**src/rtl/minimig_bank_arbiter_pkg.sv**
```systemverilog
// Shared types and constants for the Minimig chip/kick memory bank arbiter.
package minimig_arb_pkg;

   typedef enum logic [1:0] {
      ST_IDLE   = 2'd0,
      ST_ACCESS = 2'd1,
      ST_ACK    = 2'd2
   } arb_state_e;

   localparam logic OWNER_CPU = 1'b0;
   localparam logic OWNER_DMA = 1'b1;

   localparam int BANK_KICK  = 7;
   localparam int BANK_KICKX = 6;
   localparam int BANK_CHIP  = 5;
   localparam int BANK_SLOW  = 4;

   // Writes into Kickstart space are dropped while the ROM is write protected.
   function automatic logic kick_discard(input logic we, input logic wp, input logic [7:0] bank);
      return wp && we && (bank[BANK_KICK] || bank[BANK_KICKX]);
   endfunction

endpackage

```
**src/rtl/minimig_bank_arbiter_if.sv**
```systemverilog
// Requester and memory-side signal bundle for the bank arbiter.
interface minimig_bank_arbiter_if;
   logic       cpu_req;
   logic       cpu_we;
   logic [7:0] cpu_bank;
   logic       cpu_ack;
   logic       cpu_nomem;
   logic       dma_req;
   logic       dma_we;
   logic [7:0] dma_bank;
   logic       dma_ack;
   logic       dma_nomem;
   logic       kick_wp;
   logic       mem_start;
   logic       mem_we;
   logic       mem_owner;
   logic [7:0] mem_bank;
   logic       busy;

   modport master (
      output cpu_req, cpu_we, cpu_bank, dma_req, dma_we, dma_bank, kick_wp,
      input  cpu_ack, cpu_nomem, dma_ack, dma_nomem,
      input  mem_start, mem_we, mem_owner, mem_bank, busy
   );

   modport slave (
      input  cpu_req, cpu_we, cpu_bank, dma_req, dma_we, dma_bank, kick_wp,
      output cpu_ack, cpu_nomem, dma_ack, dma_nomem,
      output mem_start, mem_we, mem_owner, mem_bank, busy
   );
endinterface

```
**src/rtl/minimig_bank_arbiter_starve_ctr.sv**
```systemverilog
// Saturating count of DMA grants made while the CPU was left waiting.
module minimig_arb_starve_ctr #(
   parameter int STARVE_MAX = 4
) (
   input  logic clk,
   input  logic reset_n,
   input  logic inc_i,
   input  logic clr_i,
   output logic sat_o
);
   logic [3:0] cnt_q;

   always_ff @(posedge clk or negedge reset_n) begin
      if (!reset_n)               cnt_q <= '0;
      else if (clr_i)             cnt_q <= '0;
      else if (inc_i && !sat_o)   cnt_q <= cnt_q + 4'd1;
   end

   assign sat_o = (cnt_q == 4'(STARVE_MAX));
endmodule

```
**src/rtl/minimig_bank_arbiter.sv**
```systemverilog
// CPU/DMA arbiter for a single memory port: DMA priority with CPU anti-starvation,
// fixed-length memory cycles, and a one-cycle shortcut for empty or protected accesses.
module minimig_bank_arbiter
   import minimig_arb_pkg::*;
#(
   parameter int LAT        = 3,
   parameter int STARVE_MAX = 4
) (
   input  logic clk,
   input  logic reset_n,
   minimig_bank_arbiter_if.slave bus
);
   arb_state_e state_q;
   logic [3:0] lat_q;
   logic       cpu_ack_q, dma_ack_q, cpu_nomem_q, dma_nomem_q;
   logic       mem_start_q, mem_we_q, mem_owner_q, busy_q;
   logic [7:0] mem_bank_q;

   logic       starve_sat;
   logic       grant_cpu, grant_dma, sel_we, sel_nomem, sel_short;
   logic [7:0] sel_bank;

   always_comb begin
      grant_cpu = bus.cpu_req && (!bus.dma_req || starve_sat);
      grant_dma = bus.dma_req && !grant_cpu;
      sel_we    = grant_dma ? bus.dma_we   : bus.cpu_we;
      sel_bank  = grant_dma ? bus.dma_bank : bus.cpu_bank;
      sel_nomem = (sel_bank == 8'h00);
      sel_short = sel_nomem || kick_discard(sel_we, bus.kick_wp, sel_bank);
   end

   minimig_arb_starve_ctr #(.STARVE_MAX(STARVE_MAX)) u_starve (
      .clk     (clk),
      .reset_n (reset_n),
      .inc_i   ((state_q == ST_IDLE) && grant_dma && bus.cpu_req),
      .clr_i   ((state_q == ST_IDLE) && grant_cpu),
      .sat_o   (starve_sat)
   );

   always_ff @(posedge clk or negedge reset_n) begin
      if (!reset_n) begin
         state_q     <= ST_IDLE;
         lat_q       <= '0;
         cpu_ack_q   <= 1'b0;
         dma_ack_q   <= 1'b0;
         cpu_nomem_q <= 1'b0;
         dma_nomem_q <= 1'b0;
         mem_start_q <= 1'b0;
         mem_we_q    <= 1'b0;
         mem_owner_q <= 1'b0;
         mem_bank_q  <= '0;
         busy_q      <= 1'b0;
      end else begin
         mem_start_q <= 1'b0;
         cpu_ack_q   <= 1'b0;
         dma_ack_q   <= 1'b0;
         cpu_nomem_q <= 1'b0;
         dma_nomem_q <= 1'b0;
         case (state_q)
            ST_IDLE: begin
               if (grant_cpu || grant_dma) begin
                  busy_q      <= 1'b1;
                  mem_we_q    <= sel_we;
                  mem_owner_q <= grant_dma ? OWNER_DMA : OWNER_CPU;
                  mem_bank_q  <= sel_bank;
                  if (sel_short) begin
                     state_q     <= ST_ACK;
                     cpu_ack_q   <= grant_cpu;
                     dma_ack_q   <= grant_dma;
                     cpu_nomem_q <= grant_cpu && sel_nomem;
                     dma_nomem_q <= grant_dma && sel_nomem;
                  end else begin
                     state_q     <= ST_ACCESS;
                     mem_start_q <= 1'b1;
                     lat_q       <= 4'(LAT - 1);
                  end
               end
            end
            ST_ACCESS: begin
               if (lat_q == 4'd0) begin
                  state_q   <= ST_ACK;
                  cpu_ack_q <= (mem_owner_q == OWNER_CPU);
                  dma_ack_q <= (mem_owner_q == OWNER_DMA);
               end else begin
                  lat_q <= lat_q - 4'd1;
               end
            end
            ST_ACK: begin
               state_q     <= ST_IDLE;
               busy_q      <= 1'b0;
               mem_we_q    <= 1'b0;
               mem_owner_q <= 1'b0;
               mem_bank_q  <= '0;
            end
            default: state_q <= ST_IDLE;
         endcase
      end
   end

   assign bus.cpu_ack   = cpu_ack_q;
   assign bus.dma_ack   = dma_ack_q;
   assign bus.cpu_nomem = cpu_nomem_q;
   assign bus.dma_nomem = dma_nomem_q;
   assign bus.mem_start = mem_start_q;
   assign bus.mem_we    = mem_we_q;
   assign bus.mem_owner = mem_owner_q;
   assign bus.mem_bank  = mem_bank_q;
   assign bus.busy      = busy_q;
endmodule
```
**src/flat_wrapper.sv**
```systemverilog
// flat-port wrapper written by rule: the top's interface ports become plain ports
module minimig_bank_arbiter_flat import minimig_arb_pkg::*;
#(
   parameter int LAT        = 3,
   parameter int STARVE_MAX = 4
)
  (clk, reset_n, bus_cpu_req, bus_cpu_we, bus_cpu_bank, bus_dma_req, bus_dma_we, bus_dma_bank, bus_kick_wp, bus_cpu_ack, bus_cpu_nomem, bus_dma_ack, bus_dma_nomem, bus_mem_start, bus_mem_we, bus_mem_owner, bus_mem_bank, bus_busy);
  minimig_bank_arbiter_if bus_i ();
  input  logic clk;
  input  logic reset_n;
  input wire logic [$bits(bus_i.cpu_req)-1:0] bus_cpu_req;
  input wire logic [$bits(bus_i.cpu_we)-1:0] bus_cpu_we;
  input wire logic [$bits(bus_i.cpu_bank)-1:0] bus_cpu_bank;
  input wire logic [$bits(bus_i.dma_req)-1:0] bus_dma_req;
  input wire logic [$bits(bus_i.dma_we)-1:0] bus_dma_we;
  input wire logic [$bits(bus_i.dma_bank)-1:0] bus_dma_bank;
  input wire logic [$bits(bus_i.kick_wp)-1:0] bus_kick_wp;
  output wire logic [$bits(bus_i.cpu_ack)-1:0] bus_cpu_ack;
  output wire logic [$bits(bus_i.cpu_nomem)-1:0] bus_cpu_nomem;
  output wire logic [$bits(bus_i.dma_ack)-1:0] bus_dma_ack;
  output wire logic [$bits(bus_i.dma_nomem)-1:0] bus_dma_nomem;
  output wire logic [$bits(bus_i.mem_start)-1:0] bus_mem_start;
  output wire logic [$bits(bus_i.mem_we)-1:0] bus_mem_we;
  output wire logic [$bits(bus_i.mem_owner)-1:0] bus_mem_owner;
  output wire logic [$bits(bus_i.mem_bank)-1:0] bus_mem_bank;
  output wire logic [$bits(bus_i.busy)-1:0] bus_busy;
  assign bus_i.cpu_req = bus_cpu_req;
  assign bus_i.cpu_we = bus_cpu_we;
  assign bus_i.cpu_bank = bus_cpu_bank;
  assign bus_i.dma_req = bus_dma_req;
  assign bus_i.dma_we = bus_dma_we;
  assign bus_i.dma_bank = bus_dma_bank;
  assign bus_i.kick_wp = bus_kick_wp;
  assign bus_cpu_ack = bus_i.cpu_ack;
  assign bus_cpu_nomem = bus_i.cpu_nomem;
  assign bus_dma_ack = bus_i.dma_ack;
  assign bus_dma_nomem = bus_i.dma_nomem;
  assign bus_mem_start = bus_i.mem_start;
  assign bus_mem_we = bus_i.mem_we;
  assign bus_mem_owner = bus_i.mem_owner;
  assign bus_mem_bank = bus_i.mem_bank;
  assign bus_busy = bus_i.busy;
  minimig_bank_arbiter #(.LAT(LAT), .STARVE_MAX(STARVE_MAX)) u_core (.clk(clk), .reset_n(reset_n), .bus(bus_i));
endmodule
```
**config.mk**
```make
export PLATFORM = sky130hd
export DESIGN_NAME = minimig_bank_arbiter_flat
export DESIGN_NICKNAME = d
export VERILOG_FILES = /design/src/rtl/minimig_bank_arbiter_pkg.sv /design/src/rtl/minimig_bank_arbiter_if.sv /design/src/rtl/minimig_bank_arbiter_starve_ctr.sv /design/src/rtl/minimig_bank_arbiter.sv /design/src/flat_wrapper.sv
export SDC_FILE = /design/constraint.sdc
export NUM_CORES = 1
export LEC_CHECK = 0
export CAP_MARGIN = 5
export CORE_MARGIN = 1.5
export CORE_UTILIZATION = 34
export CTS_CLUSTER_DIAMETER = 120
export CTS_CLUSTER_SIZE = 20
export DETAILED_ROUTE_END_ITERATION = 12
export PLACE_DENSITY = 0.68
export SKIP_CTS_REPAIR_TIMING = 1
export SLEW_MARGIN = 20
export SYNTH_ARGS = -nofsm -noshare
export SYNTH_HDL_FRONTEND = slang
export SYNTH_SLANG_ARGS = --single-unit
```
**constraint.sdc**
```tcl
create_clock -name clk -period 2.4 [get_ports clk]
set_clock_uncertainty 0.1 [all_clocks]
set_input_delay 0.24 -clock clk [delete_from_list [all_inputs] [get_ports clk]]
set_output_delay 0.24 -clock clk [all_outputs]
set_load 0.005 [all_outputs]
```
==> qor.log, run 1 <==
[sta] count of final setup violators 0
[detailed_routing] routed via count divided by cell count 5.55
[critical_path] data required time at the worst endpoint 2460 ps
[floorplan] initial cell density of the core 36.2%
[hold_path] worst hold-check path type input pin to async pin
[final_layout] area of the multi-input gates 668 sq um
[sta] Tmin final 1990 ps
[logic_synthesis] flops & latches, synth 26
[critical_path] depth of the most critical reg-to-reg path 6
[critical_path] CP max-delay cell sky130_fd_sc_hd__dfrtp_1
[final_layout] share of post-route cells with drive strength above 1 5.85%
[placement] half-perimeter wire length after placement 2.43 mm
[clock_tree] Num CTS Buffers 3
[critical_path] Worst setup EP type register
[logic_synthesis] portion of the post-synthesis area used by sequential elements 48.0%
[logic_synthesis] post-synthesis simple-gate area fraction 21.5%
[final_layout] diode insertion count for antenna repair 0
[detailed_routing] DR vias 1215
[critical_path] Crit. Startpoint u_core.u_starve.cnt_q[0]
[final_layout] most common cell after layout, fill and taps aside sky130_fd_sc_hd__clkdlybuf4s50_1
[sta] minimum hold slack 237 ps
[critical_path] capturing element of the worst setup path u_core.lat_q[2]
[final_layout] number of filler instances in the final layout 345
[floorplan] total die area 0.00438 sq mm
[power] VDD IR max 0.412 mV
[clock_tree] clock-pin slew on the worst setup and hold paths 90 ps
[sta] Worst Max-Slew Pin Slew 606 ps
[final_layout] top library cells by usage in the layout, fill and taps aside sky130_fd_sc_hd__clkdlybuf4s50_1 (38), sky130_fd_sc_hd__dfrtp_1 (26), sky130_fd_sc_hd__nand2_1 (11), sky130_fd_sc_hd__mux2i_1 (9), sky130_fd_sc_hd__o2bb2ai_1 (9)
[critical_path] reg-to-reg startpoint u_core.u_starve.cnt_q[0]
[critical_path] Setup crit start kind register
[logic_synthesis] number of cells produced by synthesis 129
[critical_path] Arr. time, crit path 2040 ps
[critical_path] worst flop-to-flop path endpoint u_core.lat_q[2]
[clock_tree] CTS tree done
[logic_synthesis] area fraction in compound gates after synthesis 18.4%
[sta] final worst-path cycle share 82.8%
[final_layout] combined flip-flop and latch cell area 651 sq um
[global_routing] number of antenna violations at the first check in global routing 0
[critical_path] Crit Path Max Fanout 16
[logic_synthesis] multiplexer share of the synthesized area 6.64%
[logic_synthesis] xor and xnor fraction of the mapped netlist area 0%
[floorplan] number of cell rows 22
[placement] Routability Congestion 0.856
[floorplan] die height 66.2 um
[sta] Setup TNS 0 ps
[logic_synthesis] Ys Warns 0
[global_routing] maximum number of pins on one net before global-route repair 27
[global_routing] via count of the first global-routing pass 1195
[clock_tree] cell at the root of the clock tree sky130_fd_sc_hd__clkbuf_8
[sta] number of pins exceeding their max-slew limit in the final report 0
[final_layout] nets 198
[logic_synthesis] synthesized area divided by synthesized cell count 10.5 sq um
[power] leakage power summed over all cells 0.828 nW
[floorplan] num ports 39
[sta] Fmax 0.503 GHz
[power] power per standard cell area 1060 mW/mm^2
[logic_synthesis] largest family of logic cells by synthesized area simple AND/OR/NAND/NOR gates
[sta] hold violation total from the final report 0
[logic_synthesis] count of unique library cells instantiated by Yosys 42
[sta] relative max-transition margin 59.2%
[detailed_routing] remaining routing DRC violations 0
[critical_path] category of cells accounting for the largest share of critical-path delay simple AND/OR/NAND/NOR gates
[placement] number of I/O port buffers 38
[detailed_routing] number of optimization iterations in the first detailed-route pass 5
[critical_path] cell-by-cell trace of the critical path inv_1 -> ha_1 -> nand4b_2 -> nand2_2 -> nand4_1 -> a41o_1
[detailed_routing] DRT iter0 DRCs 40
[critical_path] number of gates on the worst path with buffers counted 6
[detailed_routing] Detail Route Antenna Nets 0
[global_routing] aggregate global routing overflow 0
[critical_path] Worst Path Buf+Inv 1
[sta] RSZ-0062 raised after global routing false
[clock_tree] maximum number of buffers from clock root to sink 2
[critical_path] longest individual stage delay on the worst path 420 ps
[logic_synthesis] share of synthesized cell area in full adder, half adder and majority cells 2.77%
[floorplan] core box area 0.00374 sq mm
[detailed_routing] aggregate routed wire length 3.28 mm
[clock_tree] H-tree levels 1
[global_routing] first-pass GRT wire length 5.55 mm
[outcome] outcome finished clean
[logic_synthesis] Net Count, Synth 155
[global_routing] overall track demand over capacity in global routing 16.6%
[final_layout] layout overhead on the synthesized area 38.0%
[clock_tree] TritonCTS Sinks 26
[critical_path] slack of the worst reg-to-reg path 410 ps
[clock_tree] clock insertion delay at the later pin of the skew report 270 ps
[critical_path] class of the most critical setup path register to register
[floorplan] die width 66.2 um
[detailed_routing] per-cell routed wire length 15.0 um
[logic_synthesis] Syn Std Cell Area 0.00136 sq mm
[flow_run] # Max-Cap Violations 0
==> Yosys cell counts, drive strengths merged <==
master / count / area (sq um)
a21oi: 4 / 20.0
nand3: 3 / 15.0
o32ai: 1 / 8.76
and4b: 2 / 20.0
inv: 7 / 26.3
or3b: 1 / 8.76
o211ai: 2 / 15.0
nor2b: 1 / 6.26
mux2i: 9 / 90.1
clkbuf: 1 / 3.75
ha: 3 / 37.5
or3: 2 / 12.5
nor3: 3 / 15.0
o31ai: 1 / 7.51
a32oi: 1 / 8.76
and2: 1 / 6.26
o211a: 2 / 20.0
nand3b: 1 / 7.51
o41ai: 1 / 8.76
o2bb2ai: 9 / 78.8
buf: 1 / 7.51
a41o: 1 / 10.0
nand2b: 3 / 18.8
nand4: 1 / 6.26
nor2: 5 / 21.3
nand4b: 2 / 23.8
and2b: 1 / 7.51
o22ai: 2 / 12.5
nor4: 7 / 50.1
nand2: 12 / 47.6
dfrtp: 26 / 651
o21a: 1 / 7.51
o21ai: 7 / 35.0
and4: 2 / 17.5
nor3b: 1 / 7.51
a2bb2oi: 1 / 8.76
a21o: 1 / 7.51
==> registers in the layout, indices dropped and copies added (netlist names) <==
| name | flops |
|---|---|
| u_core.bus.dma_ack | 1 |
| u_core.bus.mem_bank | 8 |
| u_core.bus.mem_we | 1 |
| u_core.bus.dma_nomem | 1 |
| u_core.bus.mem_start | 1 |
| u_core.bus.mem_owner | 1 |
| u_core.state_q | 2 |
| u_core.bus.busy | 1 |
| u_core.u_starve.cnt_q | 4 |
| u_core.lat_q | 4 |
| u_core.bus.cpu_nomem | 1 |
| u_core.bus.cpu_ack | 1 |
==> worst register-to-register path, cell delays in order, from the launching register on <==
cell and delay, ps:
sky130_fd_sc_hd__dfrtp_1 420, sky130_fd_sc_hd__inv_1 80, sky130_fd_sc_hd__ha_1 200, sky130_fd_sc_hd__nand4b_2 160, sky130_fd_sc_hd__nand2_2 340, sky130_fd_sc_hd__nand4_1 250, sky130_fd_sc_hd__a41o_1 310
==> worst min-delay path by stage <==
| stage | from | end | slack [ps] | cells past startpoint |
|---|---|---|---|---|
| after floorplan | reset_n | u_core.bus.busy | -160 | 0 |
| after global placement | u_core.bus.mem_we | u_core.bus.mem_we | 380 | 1 |
| after detailed placement | u_core.bus.mem_bank[4] | u_core.bus.mem_bank[4] | 370 | 1 |
| after CTS | reset_n | u_core.u_starve.cnt_q[0] | 250 | 2 |
| after global routing | reset_n | u_core.u_starve.cnt_q[1] | 270 | 2 |
| final | reset_n | u_core.state_q[1] | 240 | 2 |
==> layer usage <==
| metal | up-vias | GRT usage (%) | share of wire, % |
|---|---|---|---|
| met4 | 0 | 5.61 | 1.9 |
| li1 | 575 | - | - |
| met3 | 10 | 3.75 | 6.3 |
| met5 | - | 0 | 0 |
| met2 | 52 | 27.4 | 47 |
| met1 | 578 | 21.3 | 45 |
==> area by class of cell <==
type / instances / share of cell area, %
clock buffer: 3 / 2.21
timing repair buffer: 40 / 21.1
multi-input combinational: 94 / 35.7
inverter: 7 / 1.40
sequential: 26 / 34.8
clock inverter: 1 / 1.60
tap: 48 / 3.21
==> power breakdown <==
part / internal [W] / switching [W]
sequential: 0.000616 / 0.000146
combinational: 0.000452 / 0.000407
clock: 0.000223 / 0.000138
total: 0.00129 / 0.000691
==> metrics by stage <==
stage	cell area, sq um	util [%]	setup slack (ps)	total power (W)	cells
global placement	1800	48.1	414	0.00159	215
global route	1870	50.0	260	0.00213	219
finish	1870	50.0	413	0.00198	219
CTS	1870	50.0	409	0.00199	219
detailed placement	1800	48.1	288	0.00162	215
floorplan	1360	-	717	0.00121	129
==> cell families after synthesis <==
| kind of cell | count (synthesis) |
|---|---|
| fa+ha+maj | 3 |
| buf+inv | 9 |
| mux | 9 |
| flops | 26 |
| simple gates | 48 |
| compound gates | 34 |
Power figures use the tool's default switching activity.
==> inputs of run 2 (changes only) <==
==> constraint.sdc (replaced) <==
create_clock -name clk -period 2.01 [get_ports clk]
set_clock_uncertainty 0.1 [all_clocks]
set_input_delay 0.201 -clock clk [delete_from_list [all_inputs] [get_ports clk]]
set_output_delay 0.201 -clock clk [all_outputs]
set_load 0.005 [all_outputs]
==> qor.log, run 2 (same netlist as run 1, synthesis figures left out) <==
[outcome] outcome finished clean
[critical_path] data required time at the worst endpoint 2070 ps [-390 ps]
[final_layout] nets 204 [+3.0%]
[power] combinational power share 44.8% [+1.4 points]
[clock_tree] cell at the root of the clock tree sky130_fd_sc_hd__clkbuf_8
[global_routing] first-pass GRT wire length 5.88 mm [+6.0%]
[hold_path] worst hold-check path type input pin to async pin
[clock_tree] TritonCTS Sinks 26 [unchanged]
[power] power per standard cell area 1190 mW/mm^2 [+13%]
[critical_path] depth of the most critical reg-to-reg path 6 [unchanged]
[sta] relative max-transition margin 57.6% [-1.6 points]
[critical_path] slack of the worst reg-to-reg path 150 ps [-260 ps]
[power] VDD IR max 0.572 mV [+39%]
[detailed_routing] number of optimization iterations in the first detailed-route pass 4 [-1]
[global_routing] overall track demand over capacity in global routing 17.2% [+0.67 points]
[detailed_routing] per-cell routed wire length 14.9 um [-0.74%]
[final_layout] top library cells by usage in the layout, fill and taps aside sky130_fd_sc_hd__clkdlybuf4s50_1 (38), sky130_fd_sc_hd__dfrtp_1 (26), sky130_fd_sc_hd__nand2_1 (11), sky130_fd_sc_hd__mux2i_1 (9), sky130_fd_sc_hd__o2bb2ai_1 (9)
[final_layout] layout overhead on the synthesized area 40.8%
[critical_path] Worst setup EP type register
[critical_path] cell-by-cell trace of the critical path inv_1 -> ha_1 -> nand2_1 -> o21ai_0 -> o21ai_0 -> a21o_1
[final_layout] most common cell after layout, fill and taps aside sky130_fd_sc_hd__clkdlybuf4s50_1
[final_layout] post-route cell area 0.00191 sq mm [+2.0%]
[final_layout] diode insertion count for antenna repair 0 [unchanged]
[sta] minimum hold slack 197 ps [-40.9 ps]
[detailed_routing] remaining routing DRC violations 0 [unchanged]
[power] Power Internal 0.00145 W [+13%]
[detailed_routing] aggregate routed wire length 3.34 mm [+2.0%]
[placement] half-perimeter wire length after placement 2.60 mm [+7.0%]
[floorplan] num ports 39 [unchanged]
[clock_tree] clock insertion delay at the later pin of the skew report 270 ps [about the same]
[sta] Fmax 0.538 GHz [+6.8%]
[placement] cell area after placement 0.00185 sq mm [+2.5%]
[critical_path] longest individual stage delay on the worst path 510 ps [+90 ps]
[floorplan] initial cell density of the core 36.2% [unchanged]
[global_routing] aggregate global routing overflow 0 [unchanged]
[sta] Setup TNS 0 ps [unchanged]
[floorplan] total die area 0.00438 sq mm [unchanged]
[clock_tree] Num CTS Buffers 3 [unchanged]
[clock_tree] clock-pin slew on the worst setup and hold paths 90 ps [about the same]
[sta] RSZ-0062 raised after global routing false
[floorplan] die height 66.2 um [unchanged]
[global_routing] maximum number of pins on one net before global-route repair 27 [unchanged]
[power] leakage power summed over all cells 0.855 nW [+3.4%]
[clock_tree] maximum number of buffers from clock root to sink 2 [unchanged]
[sta] hold violation total from the final report 0 [unchanged]
[final_layout] number of filler instances in the final layout 354 [+2.6%]
[critical_path] Setup crit start kind register
[critical_path] class of the most critical setup path register to register
[final_layout] combined flip-flop and latch cell area 651 sq um [unchanged]
[critical_path] CP max-delay cell sky130_fd_sc_hd__o21ai_0
[flow_run] # Max-Cap Violations 0 [unchanged]
[clock_tree] CTS tree done
[detailed_routing] DR vias 1227 [+0.99%]
[clock_tree] H-tree levels 1 [unchanged]
[power] Overall Power 0.00227 W [+15%]
[final_layout] Largest register FFs 8 [unchanged]
[power] Switching Share 36.1% [+1.2 points]
[floorplan] die width 66.2 um [unchanged]
[floorplan] number of cell rows 22 [unchanged]
[final_layout] share of post-route cells with drive strength above 1 9.04% [+3.2 points]
[detailed_routing] routed via count divided by cell count 5.45 [-1.7%]
[sta] number of pins exceeding their max-slew limit in the final report 0 [unchanged]
[power] sequential share of power 40.4% [+2.0 points]
[final_layout] area of the multi-input gates 677 sq um [+1.3%]
[sta] count of final setup violators 0 [unchanged]
[sta] Worst Max-Slew Pin Slew 629 ps [+23.3 ps]
[critical_path] Arr. time, crit path 1920 ps [-120 ps]
[global_routing] via count of the first global-routing pass 1284 [+7.4%]
[detailed_routing] Detail Route Antenna Nets 0 [unchanged]
[detailed_routing] DRT iter0 DRCs 43 [+7.5%]
[power] relative contribution of the clock network to total power 14.8% [-3.4 points]
[power] NetSw 0.000821 W [+19%]
[sta] Tmin final 1860 ps [-127 ps]
[floorplan] core box area 0.00374 sq mm [unchanged]
[critical_path] Crit Path Max Fanout 6 [-10]
[placement] Routability Congestion 0.837 [-2.2%]
[critical_path] worst flop-to-flop path endpoint u_core.u_starve.cnt_q[2]
[placement] number of I/O port buffers 38 [unchanged]
[sta] final worst-path cycle share 92.5% [+9.7 points]
[critical_path] Worst path most repeated cell sky130_fd_sc_hd__o21ai_0
[critical_path] reg-to-reg startpoint u_core.u_starve.cnt_q[0]
[global_routing] number of antenna violations at the first check in global routing 0 [unchanged]
-- run 2: cell types whose count changed in the layout (fill, tap and decap cells not counted) --
cell / change
sky130_fd_sc_hd__nor4_4: +1
sky130_fd_sc_hd__clkbuf_8: +1
sky130_fd_sc_hd__nor4_2: -1
sky130_fd_sc_hd__bufinv_16: -1
sky130_fd_sc_hd__buf_4: +6
-- run 2: area by class of cell --
cell class / instances / share of cell area (%)
flip-flops and latches: 26 / 34.1
well taps: 48 / 3.15
inverters: 7 / 1.38
repair buffers: 46 / 23.1
multi-input cells: 94 / 35.5
clock buffers: 4 / 2.88
-- run 2: worst max path at each step --
stage / start / end / slack [ps] / cells after the start
3_3_place_gp: bus_cpu_req / u_core.bus.cpu_ack / 120 / 5
4_1_cts: u_core.u_starve.cnt_q[0] / u_core.state_q[1] / 100 / 6
3_5_place_dp: bus_cpu_req / u_core.state_q[1] / 50 / 5
6_report: u_core.u_starve.cnt_q[0] / u_core.u_starve.cnt_q[2] / 150 / 6
2_1_floorplan: u_core.u_starve.cnt_q[0] / u_core.state_q[1] / 330 / 6
5_1_grt: u_core.u_starve.cnt_q[1] / u_core.u_starve.cnt_q[2] / 8 / 6
-- run 2: per-layer routing --
metal	vias up	GRT usage, %	wire [um]
met5	-	0	0
met4	0	3.83	12
met3	2	2.21	150
met2	39	29.8	1650
met1	596	23.0	1530
li1	590	-	-
-- run 2: power groups by stage --
stage	Sequential [W]	Combinational [W]	Clock [W]
finish	0.000918	0.00102	0.000338
global route	0.000950	0.00114	0.000375
CTS	0.000918	0.00103	0.000345
detailed placement	0.000919	0.00103	0
global placement	0.000905	0.000990	0
floorplan	0.000891	0.000553	0
-- run 2: through the flow --
stage                     setup slack (ps)  cells  util [%]
after global placement                 116    221      49.3
final                                  150    225      51.0
after detailed placement              45.3    221      49.3
after floorplan                        327    129         -
after CTS                             98.9    225      50.8
after global routing                  7.86    225      51.0
-- run 2: critical path, delay by kind of cell (launching register included) --
| kind | cells | cell delay, ps |
|---|---|---|
| compound gates | 3 | 890 |
| fa+ha+maj | 1 | 200 |
| buf+inv | 1 | 80 |
| simple gates | 1 | 70 |
| flops | 1 | 420 |
==> inputs of run 3 (changes only) <==
--- a/config.mk
+++ b/config.mk
@@ -11,6 +11,7 @@
 export CTS_CLUSTER_DIAMETER = 120
 export CTS_CLUSTER_SIZE = 20
 export DETAILED_ROUTE_END_ITERATION = 12
+export HOLD_SLACK_MARGIN = 0.05
 export PLACE_DENSITY = 0.68
 export SKIP_CTS_REPAIR_TIMING = 1
 export SLEW_MARGIN = 20
==> results of run 3 <==
Same layout as run 2: the final DEF is identical, and so are final timing and power.
